## config.mk

```make
export PLATFORM = sky130hd
export DESIGN_NAME = store_buffer
export DESIGN_NICKNAME = d
export VERILOG_FILES = /design/src/rtl/sb_pkg.sv /design/src/rtl/sb_overlap.sv /design/src/rtl/store_buffer.sv
export SDC_FILE = /design/constraint.sdc
export NUM_CORES = 1
export LEC_CHECK = 0
export BUFFER_PORTS_ARGS = -buffer_cell sky130_fd_sc_hd__buf_2
export CORE_MARGIN = 8
export CORE_UTILIZATION = 53
export DETAILED_ROUTE_END_ITERATION = 12
export GPL_TIMING_DRIVEN = 0
export MAX_ROUTING_LAYER = met4
export PLACE_DENSITY = 0.75
export SLEW_MARGIN = 15
export SYNTH_ARGS = -nofsm -noshare
export SYNTH_HDL_FRONTEND = slang
export SYNTH_HIERARCHICAL = 1
export SYNTH_SLANG_ARGS = --single-unit
```

## constraint.sdc

```tcl
create_clock -name clk_i -period 4.21 [get_ports clk_i]
set_clock_uncertainty 0.2 [all_clocks]
set_input_delay 0.2105 -clock clk_i [delete_from_list [all_inputs] [get_ports clk_i]]
set_output_delay 0.2105 -clock clk_i [all_outputs]
set_load 0.05 [all_outputs]
```

## src/rtl/sb_pkg.sv

```systemverilog
// Shared types and constants for the store buffer.
// Optional feature: define STORE_BUFFER_FORWARD_EN to enable load forwarding (see store_buffer.sv).
package sb_pkg;

    // Stores are tracked on a 17-bit byte address.
    localparam int ADDR_BITS = 17;

    // Access size encoding shared by stores, loads and the RAM port.
    localparam logic SZ_BYTE = 1'b0;
    localparam logic SZ_WORD = 1'b1;

    // Per-entry tag. Store data is kept in a separate WIDTH-wide array in the top
    // so the data width can follow the WIDTH parameter.
    typedef struct packed {
        logic [ADDR_BITS-1:0] addr;
        logic                 word;
    } sb_entry_t;

    // Last byte covered by an access, computed one bit wider so it never wraps.
    function automatic logic [ADDR_BITS:0] span_end(input logic [ADDR_BITS-1:0] addr,
                                                    input logic                 word);
        logic [ADDR_BITS:0] last;
        if (word == SZ_WORD) begin
            last = {1'b0, addr} + {{(ADDR_BITS-1){1'b0}}, 2'd3};
        end else begin
            last = {1'b0, addr};
        end
        return last;
    endfunction

endpackage

```

## src/rtl/sb_overlap.sv

```systemverilog
// Combinational comparator between one store-buffer entry and the current load.
// overlap_o: the byte ranges intersect; exact_o: same address and same size.
module sb_overlap
    import sb_pkg::*;
(
    input  logic                 ent_valid_i,
    input  logic [ADDR_BITS-1:0] ent_addr_i,
    input  logic                 ent_word_i,
    input  logic [ADDR_BITS-1:0] ld_addr_i,
    input  logic                 ld_word_i,
    output logic                 overlap_o,
    output logic                 exact_o
);

    logic [ADDR_BITS:0] ent_lo_s;
    logic [ADDR_BITS:0] ent_hi_s;
    logic [ADDR_BITS:0] ld_lo_s;
    logic [ADDR_BITS:0] ld_hi_s;

    // Interval intersection test on non-wrapping 18-bit byte ranges.
    always_comb begin
        ent_lo_s  = {1'b0, ent_addr_i};
        ent_hi_s  = span_end(ent_addr_i, ent_word_i);
        ld_lo_s   = {1'b0, ld_addr_i};
        ld_hi_s   = span_end(ld_addr_i, ld_word_i);
        overlap_o = ent_valid_i && (ent_lo_s <= ld_hi_s) && (ld_lo_s <= ent_hi_s);
        exact_o   = overlap_o && (ent_addr_i == ld_addr_i) && (ent_word_i == ld_word_i);
    end

endmodule

```

## src/rtl/store_buffer.sv

```systemverilog
// Store buffer between the CPU and a single-port data RAM.
// Loads own the RAM port unless they hit a pending store; otherwise the oldest
// store drains one per cycle. Drained stores are addressed by addr[16:0].
// Optional feature macro: STORE_BUFFER_FORWARD_EN -- forward an exactly matching
// youngest pending store to the load instead of stalling.
module store_buffer
    import sb_pkg::*;
#(
    parameter int WIDTH = 32,
    parameter int DEPTH = 4
) (
    input  logic             clk_i,
    input  logic             rst_i,
    input  logic             st_valid_i,
    output logic             st_ready_o,
    input  logic             st_word_i,
    input  logic [WIDTH-1:0] st_addr_i,
    input  logic [WIDTH-1:0] st_data_i,
    input  logic             ld_valid_i,
    input  logic             ld_word_i,
    input  logic [WIDTH-1:0] ld_addr_i,
    output logic             ld_stall_o,
    output logic [WIDTH-1:0] ld_data_o,
    output logic             mem_we_o,
    output logic             mem_word_o,
    output logic [WIDTH-1:0] mem_addr_o,
    output logic [WIDTH-1:0] mem_wd_o,
    input  logic [WIDTH-1:0] mem_rd_i,
    output logic             empty_o
);

    localparam int PTR_W = $clog2(DEPTH);
    localparam int CNT_W = PTR_W + 1;

    logic [PTR_W-1:0] head_q, head_d;
    logic [PTR_W-1:0] tail_q, tail_d;
    logic [CNT_W-1:0] count_q, count_d;

    sb_entry_t        tag_q  [DEPTH];
    sb_entry_t        tag_d  [DEPTH];
    logic [WIDTH-1:0] data_q [DEPTH];
    logic [WIDTH-1:0] data_d [DEPTH];

    logic [DEPTH-1:0] ent_valid_s;
    logic [DEPTH-1:0] overlap_s;
    logic [DEPTH-1:0] exact_s;
    logic             any_overlap_s;
    logic             yng_exact_s;
    logic [PTR_W-1:0] yng_idx_s;
    logic             fwd_ok_s;
    logic [WIDTH-1:0] fwd_data_s;
    logic             load_port_s;
    logic             drain_s;
    logic             push_s;
    logic             unused_addr_s;

    // Upper store-address bits are not tracked by the buffer.
    assign unused_addr_s = ^st_addr_i[WIDTH-1:ADDR_BITS];

    // An entry is pending when its distance from head is below count.
    always_comb begin
        logic [PTR_W-1:0] off_v;
        ent_valid_s = '0;
        off_v       = '0;
        for (int i = 0; i < DEPTH; i++) begin
            off_v          = PTR_W'(i) - head_q;
            ent_valid_s[i] = ({1'b0, off_v} < count_q);
        end
    end

    for (genvar g = 0; g < DEPTH; g++) begin : g_ovl
        sb_overlap u_ovl (
            .ent_valid_i (ent_valid_s[g]),
            .ent_addr_i  (tag_q[g].addr),
            .ent_word_i  (tag_q[g].word),
            .ld_addr_i   (ld_addr_i[ADDR_BITS-1:0]),
            .ld_word_i   (ld_word_i),
            .overlap_o   (overlap_s[g]),
            .exact_o     (exact_s[g])
        );
    end

    // Walk entries oldest to youngest so the last hit is the youngest overlap.
    always_comb begin
        logic [PTR_W-1:0] idx_v;
        any_overlap_s = 1'b0;
        yng_exact_s   = 1'b0;
        yng_idx_s     = '0;
        idx_v         = '0;
        for (int k = 0; k < DEPTH; k++) begin
            idx_v = head_q + PTR_W'(k);
            if (overlap_s[idx_v]) begin
                any_overlap_s = 1'b1;
                yng_exact_s   = exact_s[idx_v];
                yng_idx_s     = idx_v;
            end else begin
                any_overlap_s = any_overlap_s;
            end
        end
    end

`ifdef STORE_BUFFER_FORWARD_EN
    assign fwd_ok_s = ld_valid_i && any_overlap_s && yng_exact_s;
`else
    logic unused_fwd_s;
    assign unused_fwd_s = yng_exact_s;
    assign fwd_ok_s     = 1'b0;
`endif

    // Port arbitration, stall and load-data selection.
    always_comb begin
        st_ready_o  = (count_q != CNT_W'(DEPTH));
        empty_o     = (count_q == CNT_W'(0));
        push_s      = st_valid_i && st_ready_o;
        load_port_s = ld_valid_i && !any_overlap_s;
        drain_s     = !load_port_s && (count_q != CNT_W'(0));
        ld_stall_o  = ld_valid_i && any_overlap_s && !fwd_ok_s;
        mem_we_o    = 1'b0;
        mem_word_o  = ld_word_i;
        mem_addr_o  = ld_addr_i;
        mem_wd_o    = '0;
        if (drain_s) begin
            mem_we_o   = 1'b1;
            mem_word_o = tag_q[head_q].word;
            mem_addr_o = WIDTH'(tag_q[head_q].addr);
            mem_wd_o   = data_q[head_q];
        end else begin
            mem_we_o   = 1'b0;
        end
        if (tag_q[yng_idx_s].word == SZ_WORD) begin
            fwd_data_s = data_q[yng_idx_s];
        end else begin
            fwd_data_s = {{(WIDTH-8){data_q[yng_idx_s][7]}}, data_q[yng_idx_s][7:0]};
        end
        if (fwd_ok_s) begin
            ld_data_o = fwd_data_s;
        end else begin
            ld_data_o = mem_rd_i;
        end
    end

    // Next pointers, count and entry storage.
    always_comb begin
        head_d = head_q;
        tail_d = tail_q;
        tag_d  = tag_q;
        data_d = data_q;
        if (push_s) begin
            tag_d[tail_q].addr = st_addr_i[ADDR_BITS-1:0];
            tag_d[tail_q].word = st_word_i;
            data_d[tail_q]     = st_data_i;
            tail_d             = tail_q + PTR_W'(1);
        end else begin
            tail_d = tail_q;
        end
        if (drain_s) begin
            head_d = head_q + PTR_W'(1);
        end else begin
            head_d = head_q;
        end
        case ({push_s, drain_s})
            2'b10:   count_d = count_q + CNT_W'(1);
            2'b01:   count_d = count_q - CNT_W'(1);
            default: count_d = count_q;
        endcase
    end

    // Control state: cleared immediately by reset so pending stores are dropped.
    always_ff @(posedge clk_i or posedge rst_i) begin
        if (rst_i) begin
            head_q  <= '0;
            tail_q  <= '0;
            count_q <= '0;
        end else begin
            head_q  <= head_d;
            tail_q  <= tail_d;
            count_q <= count_d;
        end
    end

    // Entry payload: not reset, only meaningful while counted as pending.
    always_ff @(posedge clk_i) begin
        tag_q  <= tag_d;
        data_q <= data_d;
    end

endmodule

```

==> load_flow_metrics.sql <==
INSERT INTO impl_metrics (metric_group, metric, value, unit) VALUES
('worst_hold_path', 'hold_path_class', 'input pin to register', ''),
('route', 'wire_per_inst', '22.60', 'µm'),
('sta', 'final.setup.worst_slack', '-785.6', 'ps'),
('power', 'post-layout-total-power', '0.01284', 'W'),
('power', 'total_leakage_power', '7.295', 'nW'),
('worst_setup_path', 'timing.critical_path.slowest_stage_cell', 'edfxtp_1', ''),
('clock_tree', 'cts-root-to-sink-buffers', '3', ''),
('floorplan', 'core_region_area', '0.02665', 'mm²'),
('route', 'ant_nets', '0', ''),
('place', 'numPlacedInstances', '1698', ''),
('worst_setup_path', 'setup.worst_path.class', 'register to output pin', ''),
('global_route', 'gr-total-overflow', '0', ''),
('yosys', 'syn-cell-area', '0.01420', 'mm²'),
('route', 'detail_route.iter0.violations', '811', ''),
('sta', 'finalMaxSlewViolations', '0', ''),
('yosys', 'synthCells', '1170', ''),
('worst_hold_path', 'worst_hold_startpoint', 'st_data_i[29]', ''),
('route', 'vias', '10930', ''),
('clock_tree', 'clkTransAtPathRegs', '70', 'ps'),
('worst_setup_path', 'startpoint', 'tag_q[20]$_DFFE_PP_', ''),
('finish', 'finish.cell_count_without_fillers', '1843', ''),
('power', 'internal_power', '0.007350', 'W'),
('sta', 'setup_viol_count_final', '70', ''),
('power', 'power_switching', '0.005494', 'W'),
('floorplan', 'fp.dieW', '179.7', 'µm'),
('place', 'routabilityCongestion', '0.9230', ''),
('worst_setup_path', 'crit_chain', 'inv_1 > ha_1 > nor4_4 > buf_4 > nand3_1 > xor2_1 > ha_1 > nand4_1 > o21ai_0 > a221oi_1 > nand2_1 > a31oi_2 > nor4_4 > buf_4 > a21oi_4 > buf_6 > clkbuf_16 > mux2_4 > buf_8', ''),
('clock_tree', 'worstSkewPairLatency', '510', 'ps'),
('sta', 'slew_headroom', '0.4145', ''),
('global_route', 'grt_pass1_wl', '63560', 'µm'),
('sta', 'fin_tns_setup', '-47320', 'ps'),
('clock_tree', 'cts_buffers', '21', ''),
('job', 'max_cap_viol_count', '0', ''),
('status', 'status', 'complete, but fails checks', ''),
('power', 'vdd_drop_max', '0.7118', 'mV'),
('yosys', 'synthesis.area_per_instance', '12.14', 'µm²'),
('sta', 'rsz_0062_raised_after_global_routing', 'true', ''),
('sta', 'fmax', '200.2', 'MHz'),
('route', 'drt_drc_violations_left', '0', ''),
('yosys', 'synth.net_count', '1458', ''),
('worst_setup_path', 'cp.required', '3800', 'ps'),
('clock_tree', 'tritoncts', 'built', ''),
('worst_setup_path', 'timing.reg2reg.worst_path_depth', '24', ''),
('global_route', 'grtUsageTotal', '0.2537', ''),
('worst_setup_path', 'reg_to_reg_startpoint', 'tag_q[20]$_DFFE_PP_', ''),
('floorplan', 'floorplan.initialDensity', '0.5329', ''),
('place', 'place.detailed.hpwl', '27440', 'µm'),
('worst_setup_path', 'critPathLaunchType', 'register', ''),
('global_route', 'maximum_number_of_pins_on_one_net_before_global_route_repair', '51', ''),
('global_route', 'grt_antenna_before_repair', '2', ''),
('floorplan', 'io-pin-count', '235', ''),
('sta', 'hold_violations', '0', ''),
('finish', 'final_util', '0.6855', ''),
('finish', 'layout-drive-gt1-share', '0.3380', ''),
('finish', 'areaGrowthSynthToFinish', '28.65', '%'),
('floorplan', 'die_footprint', '0.03229', 'mm²'),
('global_route', 'number_of_global_route_vias_before_repair', '11410', ''),
('route', 'routed_wl', '41650', 'µm'),
('worst_setup_path', 'cp.arrival', '4590', 'ps'),
('finish', 'numnets_final', '1774', ''),
('power', 'pwr_density_cell', '703.0', 'mW/mm²'),
('clock_tree', 'root_buf_cell', 'clkbuf_16', ''),
('route', 'drt-pass1-iter-count', '5', ''),
('clock_tree', 'max_h_tree_level', '1', ''),
('worst_setup_path', 'critical_path.max_fanout', '5', ''),
('clock_tree', 'cts.sink_count', '207', ''),
('power', 'comb_power_share', '0.616', ''),
('worst_setup_path', 'max_stage_delay', '490', 'ps'),
('sta', 'layout_worst_path_cycle_share', '1.187', ''),
('place', 'port-buffer-count', '187', ''),
('worst_setup_path', 'timing.critical_path.to_type', 'output pin', ''),
('yosys', 'synth-warning-count', '6', ''),
('route', 'avgViaCountPerCell', '5.933', ''),
('floorplan', 'chipHeight', '179.7', 'µm'),
('power', 'power.share.sequential', '0.239', ''),
('sta', 'post_route_minimum_period', '4996', 'ps'),
('power', 'clock_power_share', '0.145', ''),
('floorplan', 'placementRows', '60', ''),
('worst_hold_path', 'whs_path_depth', '2', ''),
('power', 'power.switching_fraction', '0.4277', ''),
('sta', 'timing_worst_slew_pin_value', '878.2', 'ps'),
('status', 'violated_checks', 'negative setup slack', '');
[power groups by stage]
stage          combinational [W]  clock [W]  sequential, W
4_1_cts                  0.00743    0.00188        0.00304
3_3_place_gp             0.00583          0        0.00307
2_1_floorplan            0.00455          0        0.00296
3_5_place_dp             0.00590          0        0.00309
5_1_grt                  0.00831    0.00195        0.00309
6_report                 0.00792    0.00186        0.00307
[cells in the final DEF (no fill, tap or decap), types with 11 or more instances in the layout]
cell type / n
nand4_1: 31
mux4_2: 48
dlygate4sd3_1: 54
a211oi_1: 15
buf_6: 29
nand3_1: 52
edfxtp_1: 200
ha_1: 150
inv_1: 34
nor2b_1: 16
buf_2: 124
and2_4: 34
clkbuf_1: 11
xor2_1: 84
o21ai_0: 21
a21oi_1: 43
clkbuf_16: 24
and3_1: 19
buf_8: 45
nor2_1: 45
mux2_4: 19
xnor2_1: 50
buf_4: 88
nand2_1: 82
nor3_1: 12
[worst max-delay path, delay by kind of cell (launching register included)]
kind,cells,cell delay [ps]
xor gates and xnor gates,1,170
adders and majority gates,2,570
buffers and inverters,6,900
and+or+nand+nor,5,730
DFF,1,490
AOI/OAI and AO/OA,4,910
muxes,1,310
[path summary, 6_finish.rpt]
check	endpoint	slack (ps)
max	mem_addr_o[10]	-790
min	data_q[29]$_DFFE_PP_	240
max reg2reg	count_q[2]$_DFFE_PP0P_	-700
min reg2reg	count_q[2]$_DFFE_PP0P_	400
max in group asynchronous	tail_q[0]$_DFFE_PP0P_	3040
min in group asynchronous	head_q[1]$_DFFE_PP0P_	540
[timing repair]
item | in CTS | in global routing
resized for setup | 220 | 66
pin swaps | 15 | 24
setup buffers | 12 | 38
hold buffers | 54 | 0
hold endpoints to repair | 210 | 0
gates cloned | 1 | 3
setup endpoints to repair | 72 | 72
[sequential cells by signal, summed over array words and instances, names as in the netlist]
register	count
data_q	128
tag_q	72
count_q	3
head_q	2
tail_q	2
[per-stage QoR]
stage | hold WS [ps] | worst slack [ps] | area (µm²)
after global routing | 246.7 | -895.5 | 18270
after floorplan | -186.1 | -30.50 | 14260
after CTS | 229.6 | -830.4 | 17710
after detailed placement | -33.37 | -1268 | 15640
final | 239.5 | -785.6 | 18270
after global placement | -35.20 | -1169 | 15630
[area by class of cell]
class	instances	area (µm²)
Buffer	61	526.8
Timing Repair Buffer	294	2502
Multi-Input combinational cell	863	7814
Inverter	38	142.6
Clock inverter	8	106.4
Fill cell	1833	8381
Antenna cell	2	5.005
Sequential cell	207	6181
Tap cell	341	426.7
Clock buffer	29	565.5
[per-layer routing]
metal	routed length, µm	share of wire	up-vias	track usage
li1	-	-	5018	-
met1	16490	0.40	5361	0.2948
met2	21020	0.50	449	0.4425
met3	2883	0.069	106	0.04556
met4	1259	0.030	0	0.08003
met5	0	0	-	-
(Power assumes the default switching activity.)
